--- config.mk ---
export PLATFORM = sky130hd
export DESIGN_NAME = tdc_multi_capture
export DESIGN_NICKNAME = d
export VERILOG_FILES = /design/src/rtl/tdc_multi_capture.sv
export SDC_FILE = /design/constraint.sdc
export NUM_CORES = 1
export LEC_CHECK = 0
export CORE_MARGIN = 2
export CORE_UTILIZATION = 60
export DETAILED_ROUTE_END_ITERATION = 7
export DONT_BUFFER_PORTS = 1
export PLACE_DENSITY = 0.76
export SLEW_MARGIN = 20
export SYNTH_ARGS = -nofsm -noshare
export SYNTH_HDL_FRONTEND = slang
export SYNTH_SLANG_ARGS = --single-unit
--- constraint.sdc ---
create_clock -name clk -period 8 [get_ports clk]
set_input_delay 1.2 -clock clk [delete_from_list [all_inputs] [get_ports clk]]
set_output_delay 1.2 -clock clk [all_outputs]
set_load 0.02 [all_outputs]
--- src/rtl/tdc_multi_capture.sv ---
// Multi-channel TDC capture core: a common start arms a coarse counter, and the first
// stop hit on each channel is tagged {ch, timeout, coarse, fine} and queued in a show-ahead FIFO.
module tdc_multi_capture #(
  parameter int N_CH       = 4,
  parameter int COARSE_W   = 12,
  parameter int FINE_W     = 16,
  parameter int FIFO_DEPTH = 8,
  localparam int CH_B      = (N_CH > 1) ? $clog2(N_CH) : 1,
  localparam int FINE_B    = $clog2(FINE_W + 1),
  localparam int REC_W     = CH_B + 1 + COARSE_W + FINE_B
) (
  input  logic                     clk,
  input  logic                     rst,
  input  logic                     start,
  input  logic                     abort,
  input  logic [N_CH-1:0]          stop_hit,
  input  logic [N_CH*FINE_W-1:0]   stop_therm,
  // Output handshake: a record transfers on every rising clk edge where
  // out_valid && out_ready; out_data is stable while out_valid is high and not popped.
  output logic [REC_W-1:0]         out_data,
  output logic                     out_valid,
  input  logic                     out_ready,
  output logic                     busy,
  output logic                     done,
  output logic                     fifo_full
);

  localparam int PTR_B = $clog2(FIFO_DEPTH);
  localparam int CNT_B = PTR_B + 1;
  localparam logic [COARSE_W-1:0] COARSE_MAX = {COARSE_W{1'b1}};

  typedef enum logic [1:0] {S_IDLE, S_ARMED, S_FLUSH} state_t;

  state_t              state;
  logic [COARSE_W-1:0] coarse;
  logic [N_CH-1:0]     hit;
  logic [N_CH-1:0]     pending;
  logic [REC_W-1:0]    rec [N_CH];
  logic [FINE_B-1:0]   fine [N_CH];

  logic [REC_W-1:0]    mem [FIFO_DEPTH];
  logic [PTR_B-1:0]    rd_ptr;
  logic [PTR_B-1:0]    wr_ptr;
  logic [CNT_B-1:0]    count;

  logic [CH_B-1:0]     sel;
  logic                any_pending;
  logic                full;
  logic                push;
  logic                pop;
  logic [N_CH-1:0]     pend_clear;
  logic [N_CH-1:0]     new_hit;
  logic [N_CH-1:0]     hit_now;
  logic                timed_out;
  logic [N_CH-1:0]     to_bits;

  // Popcount rather than first-zero search, so bubbles in the tap vector cost at most one LSB.
  always_comb begin
    for (int i = 0; i < N_CH; i++) begin
      fine[i] = '0;
      for (int j = 0; j < FINE_W; j++) begin
        fine[i] = fine[i] + FINE_B'(stop_therm[i*FINE_W + j]);
      end
    end
  end

  always_comb begin
    sel         = '0;
    any_pending = 1'b0;
    for (int i = N_CH - 1; i >= 0; i--) begin
      if (pending[i]) begin
        sel         = CH_B'(i);
        any_pending = 1'b1;
      end
    end
  end

  assign full       = (count == CNT_B'(FIFO_DEPTH));
  assign out_valid  = (count != '0);
  assign pop        = out_valid && out_ready;
  assign push       = any_pending && (state != S_IDLE) && !abort && (!full || pop);
  assign pend_clear = push ? (N_CH'(1) << sel) : '0;

  assign new_hit   = stop_hit & ~hit;
  assign hit_now   = hit | new_hit;
  assign timed_out = (coarse == COARSE_MAX);
  assign to_bits   = timed_out ? ~hit_now : '0;

  assign busy      = (state != S_IDLE);
  assign fifo_full = full;
  assign out_data  = out_valid ? mem[rd_ptr] : '0;

  always_ff @(posedge clk or posedge rst) begin
    if (rst) begin
      state   <= S_IDLE;
      coarse  <= '0;
      hit     <= '0;
      pending <= '0;
      done    <= 1'b0;
    end else begin
      done <= 1'b0;
      if (abort) begin
        state   <= S_IDLE;
        hit     <= '0;
        pending <= '0;
      end else begin
        case (state)
          S_IDLE: begin
            if (start) begin
              state   <= S_ARMED;
              coarse  <= '0;
              hit     <= '0;
              pending <= '0;
            end
          end
          S_ARMED: begin
            coarse  <= timed_out ? coarse : coarse + COARSE_W'(1);
            hit     <= hit_now | to_bits;
            pending <= (pending & ~pend_clear) | new_hit | to_bits;
            if ((&hit_now) || timed_out) state <= S_FLUSH;
          end
          S_FLUSH: begin
            pending <= pending & ~pend_clear;
            if (pending == '0) begin
              state <= S_IDLE;
              done  <= 1'b1;
            end
          end
          default: state <= S_IDLE;
        endcase
      end
    end
  end

  // Hits in the timeout cycle still record their real stamp; only channels left unhit time out.
  always_ff @(posedge clk) begin
    if (state == S_ARMED && !abort) begin
      for (int i = 0; i < N_CH; i++) begin
        if (new_hit[i]) rec[i] <= {CH_B'(i), 1'b0, coarse, fine[i]};
        else if (to_bits[i]) rec[i] <= {CH_B'(i), 1'b1, COARSE_MAX, FINE_B'(0)};
      end
    end
  end

  always_ff @(posedge clk) begin
    if (push) mem[wr_ptr] <= rec[sel];
  end

  always_ff @(posedge clk or posedge rst) begin
    if (rst) begin
      rd_ptr <= '0;
      wr_ptr <= '0;
      count  <= '0;
    end else begin
      if (push) wr_ptr <= wr_ptr + PTR_B'(1);
      if (pop)  rd_ptr <= rd_ptr + PTR_B'(1);
      case ({push, pop})
        2'b10:   count <= count + CNT_B'(1);
        2'b01:   count <= count - CNT_B'(1);
        default: count <= count;
      endcase
    end
  end

endmodule

After elaboration in Yosys (flattened, before gate mapping)
Memories as Yosys holds them, arrays and structs flattened.
Index checks and enable logic that the tools add are counted.
{"block": "word_totals", "ram_bits": 240, "ff_bits": 33, "elab_cells": 185, "in_bits": 73, "memories": 2}
{"block": "op_classes", "n_eq_ne": 11, "n_shift": 1, "n_mux": 62, "n_reduce_logical": 22, "n_addsub": 65, "bitwise_logic": 14}
{"name": "mem", "depth": 8, "word_bits": 20, "rd": 1, "rd_clocked_by_memory_dff": 0, "write_ports": 1, "line": "41", "text": "logic [REC_W-1:0] mem [FIFO_DEPTH];"}
{"name": "rec", "depth": 4, "word_bits": 20, "rd": 1, "rd_clocked_by_memory_dff": 0, "write_ports": 4, "line": "38", "text": "logic [REC_W-1:0] rec [N_CH];"}
{"operator": "$add A5 B1 Y5", "count": 44}
{"operator": "$mux W20", "count": 5}
{"operator": "$mux W1", "count": 37}
{"operator": "$mux W12", "count": 2}
{"operator": "$pmux W12 S2", "count": 1}
{"operator": "$add A4 B1 Y5", "count": 4}
{"operator": "$mux W4", "count": 5}
{"operator": "$add A3 B1 Y4", "count": 4}
{"operator": "$mux W2", "count": 8}
{"operator": "$or A4 B4 Y4", "count": 4}
{"operator": "$pmux W4 S2", "count": 2}
{"operator": "$add A12 B1 Y12 const B", "count": 1}
{"operator": "$add A2 B1 Y3", "count": 4}
{"operator": "$eq A12 B12 Y1 const B", "count": 1}
{"operator": "$not A4 Y4", "count": 3}
{"operator": "$pmux W4 S3", "count": 1}
{"operator": "$ne A3 B3 Y1 const B", "count": 3}
{"operator": "$add A1 B1 Y2", "count": 4}
{"operator": "$and A4 B4 Y4", "count": 2}
{"operator": "$reduce_and A4 Y1", "count": 2}
{"operator": "$reduce_bool A4 Y1", "count": 2}
{"operator": "$add A3 B1 Y3 const B", "count": 2}
{"operator": "$pmux W2 S3", "count": 1}
{"operator": "$reduce_bool A2 Y1", "count": 3}
{"operator": "17 further kinds", "count": 30}

Logic depth before layout (Yosys ltp)
Gate-level depths: netlist of run 1.
{"block": "logic_depth", "depth_word": 16, "ltp_mapped": 13, "mapped_depth_nobuf": 13}

Least setup slack after synthesis of run 1
OpenSTA, ideal clock, no wires.
{"block": "synth_timing", "kind": "input to register", "start": "input stop_therm[0]", "end": "memory rec[0][3] (netlist bit), data pin", "slack_ns": 3.608, "path_stages": 13, "n_path_buf": 0, "arrival_time_ns": 4.138, "setup_ns": 0.254, "required_time_ns": 7.746, "cell_sequence": "inv_1 -> fa_1 -> inv_1 -> fa_1 -> fa_1 -> inv_1 -> fa_1 -> inv_1 -> ha_1 -> a21o_1 -> a21oi_1 -> xor2_1 -> nor2_1"}
{"element": "start, declared", "line": "17", "text": "input logic [N_CH*FINE_W-1:0] stop_therm,"}
{"element": "end, declared", "line": "38"}

==> results of run 1 <==
-- registers in the layout (all words and copies together), names as in the netlist --
register	cells
coarse	12
rd_ptr	3
wr_ptr	3
hit	4
mem	160
rec	72
state	2
pending	4
count	4
done	1
-- logic make-up after synthesis --
family / Yosys count / synth area share [%]
and+or+nand+nor: 187 / 7.300
AOI/OAI and AO/OA: 66 / 3.825
adders and majority gates: 70 / 9.448
buffers and inverters: 150 / 4.724
muxes: 89 / 12.96
xor gates and xnor gates: 14 / 0.9787
DFF: 265 / 60.76
-- worst max-delay path, delay by kind of cell --
kind | cells | cell delay (ns)
adders and majority gates | 5 | 2.28
AOI/OAI and AO/OA | 2 | 0.35
buffers and inverters | 4 | 0.21
xor gates and xnor gates | 1 | 0.16
and+or+nand+nor | 1 | 0.05
-- routing by layer --
| metal | GRT usage [%] | part of all wire (%) | routed length [um] | vias to the layer above |
|---|---|---|---|---|
| met2 | 38.01 | 52 | 12170 | 221 |
| met1 | 29.86 | 41 | 9651 | 3445 |
| li1 | - | - | - | 3001 |
| met3 | 3.374 | 5.8 | 1359 | 35 |
| met4 | 4.667 | 1.7 | 396 | 0 |
| met5 | 0 | 0 | 0 | - |
-- how the worst max path moves through the flow --
stage / from / endpoint / slack (ns)
global placement: stop_therm[0] / rec[0][3] / 3.55
CTS: stop_therm[0] / rec[0][3] / 4.02
global route: stop_therm[0] / rec[0][3] / 3.83
finish: stop_therm[0] / rec[0][3] / 4.02
detailed placement: stop_therm[0] / rec[0][3] / 3.47
floorplan: stop_therm[0] / rec[0][3] / 3.61
-- final cells by class --
| type | instances | area (sq um) |
|---|---|---|
| sequential | 265 | 7614 |
| fill | 1360 | 6710 |
| multi-input combinational | 426 | 4409 |
| clock buffer | 29 | 683.2 |
| tap | 270 | 337.8 |
| inverter | 85 | 319.1 |
| clock inverter | 19 | 178.9 |
| timing repair buffer | 15 | 112.6 |
-- metrics by stage --
stage / setup WS, ns / total power, mW
after floorplan: 3.608 / 2.975
after global placement: 3.549 / 3.200
after detailed placement: 3.474 / 3.282
after CTS: 4.019 / 4.489
final: 4.022 / 4.458
after global routing: 3.831 / 4.701
-- report_power, final --
group	internal (mW)	total, mW	switching (mW)
clock	0.713	1.22	0.506
combinational	0.607	1.46	0.852
sequential	1.69	1.78	0.0896
-- layout by cell type, fill, tap and decap left out, types with 3 or more instances in the layout --
cell type   instances
edfxtp_1          214
inv_1              85
nand2_1            59
mux4_2             58
nor2_1             45
fa_1               41
dfrtp_1            32
ha_1               29
mux2i_1            28
clkbuf_16          27
a21oi_1            22
nand3_1            19
dfxtp_1            18
buf_4              15
xnor2_1            10
nand2b_1            9
o21ai_0             9
and2_1              8
clkinv_2            7
nor3_2              6
nand4_1             5
o31ai_1             5
or4_1               4
or3_1               4
and3_1              4
nor3b_1             4
a21o_1              4
xor2_1              4
clkinv_1            4
clkinvlp_4          4
nor2b_1             3
nor3_1              3
o32ai_1             3
nor3_4              3
o211ai_1            3
bufinv_16           3
==> results.json, run 1 <==
{
  "stdcell_area_sq_mm": 0.01365,
  "path_max_fanout": 2,
  "critPathKind": "input pin to flip-flop",
  "yosys-top-cells-area": "edfxtp_1 (51%), mux4_2 (10%), dfrtp_1 (6.6%)",
  "grt_pass1_wl_um": 37480,
  "finish.utilization_pct": 67.05,
  "cts_tree": "yes",
  "synth-edff-count": 214,
  "stdcell_count": 1109,
  "dieArea_sq_mm": 0.02205,
  "port-buffer-count": 0,
  "hold_viol": 0,
  "cts_resized": 0,
  "vias": 6702,
  "start_util_pct": 61.52,
  "cts-hold-fix-buffers": 0,
  "grtUsageTotal_pct": 21.88,
  "required_ns": 8.28,
  "grt_pass1_vias": 7170,
  "synth.distinct_cells": 58,
  "cts.sinks": 265,
  "max_cap_violations": 0,
  "clockRootBuffer": "clkbuf_16",
  "synth_nets": 984,
  "grt_setup_unrepaired": "no",
  "hold_path_class": "flip-flop to flip-flop",
  "final_nets": 962,
  "first_pass_iters": 5,
  "dp.cells": 1061,
  "grt_max_degree": 42,
  "cts_setup_buffers": 0,
  "endpoint_kind": "flip-flop",
  "power_density_mw_per_mm2": 326.5,
  "maxSlewHeadroom_pct": 26.50,
  "coreArea_sq_mm": 0.02036,
  "wire_per_inst_um": 21.26,
  "antenna_found_initial": 0,
  "seq_area_frac_synth_pct": 60.76,
  "reg2regPathDepth": 4,
  "timing.final.crit_share_pct": 49.72,
  "dieHeight_um": 148.5,
  "rows": 52,
  "worstHoldEndpoint": "rec[2][4]",
  "hold_depth": 2,
  "dp_hpwl_um": 15380,
  "crit_slowest_cell": "fa_1",
  "ir_worst_vdd_uv": 240.5,
  "synthArstFlopShare_pct": 12.45,
  "drc_errors": 0,
  "syn_area_per_cell_sq_um": 14.90,
  "yosysMostFrequentCell": "edfxtp_1",
  "die_x_um": 148.5,
  "start_kind": "input pin",
  "first_iter_violations": 549,
  "r2r_start": "coarse[8]",
  "status": "finished clean",
  "synth_cells": 841,
  "synth_area_leader_cell": "edfxtp_1",
  "synthTopCellsByCount": "edfxtp_1 (214), inv_1 (85), nand2_1 (59)",
  "place_congestion": 0.8039,
  "path_cells": "inv_1 -> fa_1 -> inv_1 -> fa_1 -> fa_1 -> inv_1 -> fa_1 -> inv_1 -> ha_1 -> a21o_1 -> a21oi_1 -> xor2_1 -> nor2_1",
  "fin_crit_ns": 3.978,
  "reg2reg_to": "rec[1][11]",
  "dpl-instance-area_sq_mm": 0.01278,
  "hold_start": "rec[2][4]",
  "crit_arrival_ns": 4.25,
  "leakage_nw": 5.159,
  "r2r_slack_ns": 5.01,
  "postRouteAntennaNets": 0,
  "h-tree-depth": 1,
  "tns_ns": 0,
  "path_clk_slew_ns": 0.06,
  "area_delta_synth_final_pct": 8.988,
  "maxSlewViolCount": 0,
  "n_antenna_cell": 0,
  "finalSetupViolations": 0,
  "ys_warn_count": 0,
  "layout-drive-gt1-share_pct": 16.57,
  "ios": 97,
  "ys_ff_latch": 265,
  "drt-total-wl_um": 23580,
  "yosysTopAreaCellShare_pct": 51.29,
  "max_stage_delay_ns": 0.53,
  "syn_area_sq_mm": 0.01253,
  "fin_worst_skew_ns": 0.006885,
  "worst_pin_slew_ns": 1.096,
  "grt_overflow": 0,
  "fmaxAchievable_mhz": 251.4,
  "synthFlopType": "edfxtp_1",
  "viasPerCell": 6.043,
  "clk_latency_ns": 0.52,
  "clk_path_buf_depth": 3,
  "cts_made_buffers": 26,
  "whs_ns": 0.4602
}
(Power assumes the default switching activity.)
==> inputs of run 2 (changes only) <==
- CORE_UTILIZATION: 60 -> 58
- clock period: 8 -> 3.5 ns (I/O delays scaled with it)
==> run 2 against run 1 <==
  * Cell area rose by 2.0%
  * Setup slack worse by 3.8 ns
  * Via count grew 0.76%
  * Global-route usage fell by 0.22 points
  * Clock power grew 140%
  * Sequential share of layout area shrank 1.1 points
  * Critical path depth unchanged
  * Cell count grew 2.3%
  * First-iteration DRC count decreased by 18%
  * Critical path type unchanged
  * Critical endpoint unchanged
==> results.json, run 2 (synthesized netlist as in run 1, its figures left out) <==
{
  "worstHoldEndpoint": "done",
  "cts_tree": "yes",
  "hold_path_class": "input pin to flip-flop",
  "maxSlewHeadroom_pct": 37.32,
  "required_ns": 3.78,
  "fin_ws_ns": 0.2413,
  "dieHeight_um": 151.0,
  "first_pass_iters": 5,
  "tns_ns": 0,
  "clockRootBuffer": "clkbuf_16",
  "port-buffer-count": 0,
  "grt_overflow": 0,
  "clk_path_buf_depth": 3,
  "finalSetupViolations": 0,
  "cts_setup_buffers": 0,
  "drt-total-wl_um": 23630,
  "grt_setup_unrepaired": "no",
  "cts_made_buffers": 27,
  "reg_top3": "mem x160, rec x72, coarse x12",
  "hold_depth": 1,
  "worst_pin_slew_ns": 0.9391,
  "n_antenna_cell": 0,
  "hold_viol": 0,
  "dp_hpwl_um": 15830,
  "start_util_pct": 59.41,
  "timing.final.crit_share_pct": 93.11,
  "status": "finished clean",
  "max_cap_violations": 0,
  "h-tree-depth": 1,
  "fmaxAchievable_mhz": 306.9,
  "path_clk_slew_ns": 0.06,
  "grt_pass1_wl_um": 37860,
  "finish.utilization_pct": 66.03,
  "fin_crit_ns": 3.259,
  "reg2regPathDepth": 4,
  "cts-hold-fix-buffers": 0,
  "maxSlewViolCount": 0,
  "fin_worst_skew_ns": 0.01385,
  "leakage_nw": 5.276,
  "endpoint_kind": "flip-flop",
  "regArea_sq_mm": 0.007614,
  "viasPerCell": 5.955,
  "layout-drive-gt1-share_pct": 20.84,
  "internal_power_mw": 7.202,
  "first_iter_violations": 448,
  "drc_errors": 0,
  "crit_arrival_ns": 3.54,
  "final_cell_mix": "edfxtp_1 (214), inv_1 (82), nand2_1 (59)",
  "hold_start": "abort",
  "reg2reg_to": "rec[2][7]",
  "area_delta_synth_final_pct": 11.14,
  "regMostFlops": "mem",
  "clk_latency_ns": 0.54,
  "r2r_start": "coarse[8]",
  "clkPwrFrac_pct": 28.0,
  "postRouteAntennaNets": 0,
  "cts.sinks": 265,
  "r2r_slack_ns": 0.83,
  "start_kind": "input pin",
  "largest_register_ffs": 160,
  "wire_per_inst_um": 20.84,
  "ir_worst_vdd_uv": 447.4,
  "antenna_found_initial": 0,
  "switchingPower_mw": 3.408,
  "whs_ns": 0.06904,
  "final_nets": 981,
  "ios": 97,
  "cts_resized": 0,
  "layout_commonest_cell": "edfxtp_1",
  "comb_power_share_pct": 33.0,
  "place_congestion": 0.9060,
  "dieArea_sq_mm": 0.02279,
  "fill_cells": 1411,
  "pre_cts_slack_ns": -0.3024,
  "die_x_um": 151.0,
  "grt_max_degree": 42,
  "coreArea_sq_mm": 0.02109,
  "grt_pass1_vias": 7194,
  "grtUsageTotal_pct": 21.66,
  "critPathKind": "input pin to flip-flop",
  "pwr-share-seq_pct": 39.1,
  "vias": 6753,
  "path_max_fanout": 2,
  "sw_frac_of_total_pct": 32.12,
  "multi_input_area_sq_mm": 0.004442,
  "rows": 53,
  "power_density_mw_per_mm2": 762.1
}
-- run 2: cell types whose count changed in the layout (fill, tap and decap cells not counted), moves of 6 or more --
cell	previous run	this run
fa_2	0	8
fa_1	41	33
a21oi_1	22	16
a21oi_2	0	6
buf_4	15	32
-- run 2: worst max path at each step --
| stage | start | endpoint | slack (ns) |
|---|---|---|---|
| finish | stop_therm[0] | rec[0][3] | 0.24 |
| global route | stop_therm[0] | rec[0][3] | 0.12 |
| CTS | stop_therm[0] | rec[0][3] | 0.25 |
| detailed placement | stop_therm[0] | rec[0][3] | -0.30 |
| global placement | stop_therm[0] | rec[0][3] | -0.21 |
| floorplan | stop_therm[0] | rec[0][3] | -0.18 |
-- run 2: cell type report --
cell class / instances / share of cell area (%)
Timing Repair Buffer: 33 / 1.869
Inverter: 85 / 2.381
Multi-Input combinational cell: 426 / 31.90
Sequential cell: 265 / 54.68
Clock inverter: 21 / 1.788
Clock buffer: 29 / 4.907
Tap cell: 275 / 2.471
-- run 2: metal layers --
layer  routed length (um)  vias to the layer above  GRT usage (%)
li1                     -                     3037              -
met1                 9646                     3451          29.23
met2                12270                      233          38.20
met3                 1378                       32          3.283
met4                  336                        0          3.972
met5                    0                        -              0
-- run 2: worst max-delay path: stages --
cell     delay (ns)
inv_8          0.01
fa_1           0.52
inv_1          0.06
fa_1           0.41
fa_1           0.52
inv_1          0.06
fa_1           0.53
inv_1          0.05
ha_1           0.28
a21o_1         0.19
a21oi_2        0.15
xor2_1         0.18
nor2_1         0.06
-- run 2: metrics by stage --
step	total power, mW	instance area (sq um)	cells
after floorplan	6.876	12600	841
after global placement	7.547	12990	1084
after detailed placement	7.750	12990	1084
after CTS	10.72	13920	1134
after global routing	11.22	13920	1134
final	10.61	13920	1134
-- run 2: power groups by stage --
stage	clock [mW]	sequential (mW)	combinational [mW]
2_1_floorplan	0	4.05	2.83
3_3_place_gp	0	4.19	3.36
3_5_place_dp	0	4.21	3.54
4_1_cts	3.01	4.15	3.56
5_1_grt	3.13	4.18	3.90
6_report	2.97	4.14	3.50
==> inputs of run 3 (changes only) <==
- ABC_AREA: unset -> 1
- CORE_UTILIZATION: 58 -> 60
- CTS_BUF_LIST: unset -> sky130_fd_sc_hd__clkbuf_4 sky130_fd_sc_hd__clkbuf_8
- PLACE_DENSITY: 0.76 -> 0.79
- SKIP_LAST_GASP: unset -> 1
==> run 3 against run 2 <==
  * Global-route usage is 2.1 points higher
  * Combinational power up 14%
  * Sequential power is essentially flat
  * Clock power shrank 17%
  * Sequential cell count unchanged
  * Cell count rose by 38%
  * Core utilization rose by 0.50 points
==> results.json, run 3 <==
{
  "ys_warn_count": 0,
  "fin_ws_ns": 0.2997,
  "hold_depth": 3,
  "crit_slowest_cell": "fa_1",
  "grt_pass1_vias": 8651,
  "seq_area_frac_synth_pct": 58.68,
  "path_clk_slew_ns": 0.07,
  "worst_pin_slew_ns": 1.000,
  "ys_ff_latch": 265,
  "reg2regPathDepth": 11,
  "syn_area_sq_mm": 0.01297,
  "yosys-top-cells-area": "edfxtp_1 (50%), nor2_1 (6.9%), o21ai_0 (6.8%)",
  "drt-total-wl_um": 26160,
  "reg_top3": "mem x160, rec x72, coarse x12",
  "fin_crit_ns": 3.200,
  "dp_hpwl_um": 17040,
  "pre_cts_slack_ns": -0.2640,
  "grt_pass1_wl_um": 41990,
  "synth_area_leader_cell": "edfxtp_1",
  "synth.distinct_cells": 39,
  "fin_worst_skew_ns": 0.01580,
  "wire_per_inst_um": 16.75,
  "die_x_um": 151.0,
  "synth-edff-count": 214,
  "final_cell_mix": "nor2_1 (229), edfxtp_1 (214), o21ai_0 (173)",
  "path_delay_family": "adder cells",
  "status": "finished clean",
  "place_congestion": 0.8583,
  "finish.utilization_pct": 66.53,
  "ir_worst_vdd_uv": 304.2,
  "fmaxAchievable_mhz": 312.5,
  "h-tree-depth": 2,
  "critPathKind": "input pin to flip-flop",
  "antenna_found_initial": 0,
  "cts_resized": 0,
  "stdcell_area_sq_mm": 0.01407,
  "largest_register_ffs": 160,
  "critPathBufInv": 5,
  "rows": 53,
  "maxSlewViolCount": 0,
  "finalPower_mw": 10.58,
  "final_nets": 1398,
  "path_max_fanout": 2,
  "yosysMostFrequentCell": "nor2_1",
  "syn_area_per_cell_sq_um": 10.29,
  "cts_tree": "yes",
  "hold_viol": 0,
  "hold_path_class": "input pin to flip-flop",
  "layout-drive-gt1-share_pct": 12.59,
  "start_kind": "input pin",
  "stdcell_count": 1562,
  "port-buffer-count": 0,
  "power_density_mw_per_mm2": 751.8,
  "regMostFlops": "mem",
  "vias": 8641,
  "max_stage_delay_ns": 0.52,
  "synthFlopType": "edfxtp_1",
  "area_delta_synth_final_pct": 8.488,
  "postRouteAntennaNets": 0,
  "drc_errors": 0,
  "start_util_pct": 61.32,
  "maxSlewHeadroom_pct": 32.60,
  "dieHeight_um": 151.0,
  "first_iter_violations": 669,
  "required_ns": 3.79,
  "synthTopCellsByCount": "nor2_1 (237), edfxtp_1 (214), o21ai_0 (176)",
  "finalSetupViolations": 0,
  "dieArea_sq_mm": 0.02281,
  "clk_latency_ns": 0.54,
  "dp.cells": 1486,
  "whs_ns": 0.2348,
  "endpoint_kind": "flip-flop",
  "synth_cells": 1261,
  "grt_setup_unrepaired": "no",
  "timing.final.crit_share_pct": 91.44,
  "crit_arrival_ns": 3.49,
  "coreArea_sq_mm": 0.02115,
  "leakage_nw": 5.495,
  "grtUsageTotal_pct": 23.78,
  "viasPerCell": 5.532,
  "n_antenna_cell": 0,
  "synthArstFlopShare_pct": 12.45,
  "synth_nets": 1404,
  "grt_max_degree": 82,
  "path_cells": "inv_8 -> fa_1 -> inv_1 -> fa_1 -> fa_1 -> inv_1 -> fa_1 -> inv_1 -> ha_2 -> fa_2 -> nand2_1 -> inv_1 -> o21ai_1 -> nor2_1",
  "grt_overflow": 0,
  "layout_commonest_cell": "nor2_1",
  "first_pass_iters": 5,
  "cts.sinks": 265,
  "max_cap_violations": 0,
  "cts_made_buffers": 41,
  "clockRootBuffer": "clkbuf_8",
  "tns_ns": 0,
  "clk_path_buf_depth": 3,
  "ios": 97,
  "path_depth": 14,
  "yosysTopAreaCellShare_pct": 49.54,
  "dpl-instance-area_sq_mm": 0.01328
}
## run 3: changes by cell type in the layout (fill, tap and decap cells not counted), sizes merged, moves of 28 or more
cell / delta
mux4: -58
mux2i: -28
o21ai: +199
nand2: +81
nor2: +199
inv: +49
## run 3: tightest hold or removal path, cell delays in order
cell and delay (ns):
inv_1 0.08, nand2_1 0.08, o21ai_1 0.06
## run 3: per-layer routing
metal / vias up / track usage (%) / part of all wire [%]
met1: 4125 / 29.12 / 41
met4: 0 / 8.411 / 2.1
met3: 45 / 4.066 / 6.2
li1: 4179 / - / -
met5: - / 0 / 0
met2: 292 / 42.68 / 51
## run 3: cell families after synthesis
kind of cell,after synthesis,share of synthesized area (%)
AND/OR/NAND/NOR,450,14.49
flip-flops,265,58.68
AO/OA/AOI/OAI,247,10.23
buffers and inverters,215,6.530
adder cells (fa/ha/maj),70,9.124
XOR/XNOR,14,0.9452
## run 3: path summary, 6_finish.rpt
kind	startpoint	endpoint	slack, ns
worst max-delay path	stop_therm[21]	rec[1][4]	0.30
worst min-delay path	abort	state[1]	0.23
worst max register to register	state[1]	rec[2][3]	0.89
worst min register to register	rec[2][17]	rec[2][17]	0.46
max in group asynchronous	rst	rd_ptr[0]	2.60
min in group asynchronous	rst	count[1]	0.54
## run 3: where the power goes
| part | total, mW | switching (mW) | internal [mW] |
|---|---|---|---|
| combinational | 4.00 | 2.76 | 1.24 |
| clock | 2.46 | 1.18 | 1.28 |
| sequential | 4.12 | 0.183 | 3.94 |
## run 3: cell type report
cell class / instances / area (sq um)
Sequential cell: 265 / 7615
Multi-Input combinational cell: 781 / 4558
Timing Repair Buffer: 32 / 255.2
Inverter: 134 / 519.2
Tap cell: 275 / 344.1
Fill cell: 1567 / 7081
Clock buffer: 55 / 681.9
Clock inverter: 20 / 100.1
## run 3: timing repair
action / in CTS / in global routing
buffers inserted: 0 / 0
endpoints found under the hold margin: 33 / 0
hold buffers: 1 / 0
setup endpoints to repair: 0 / 0
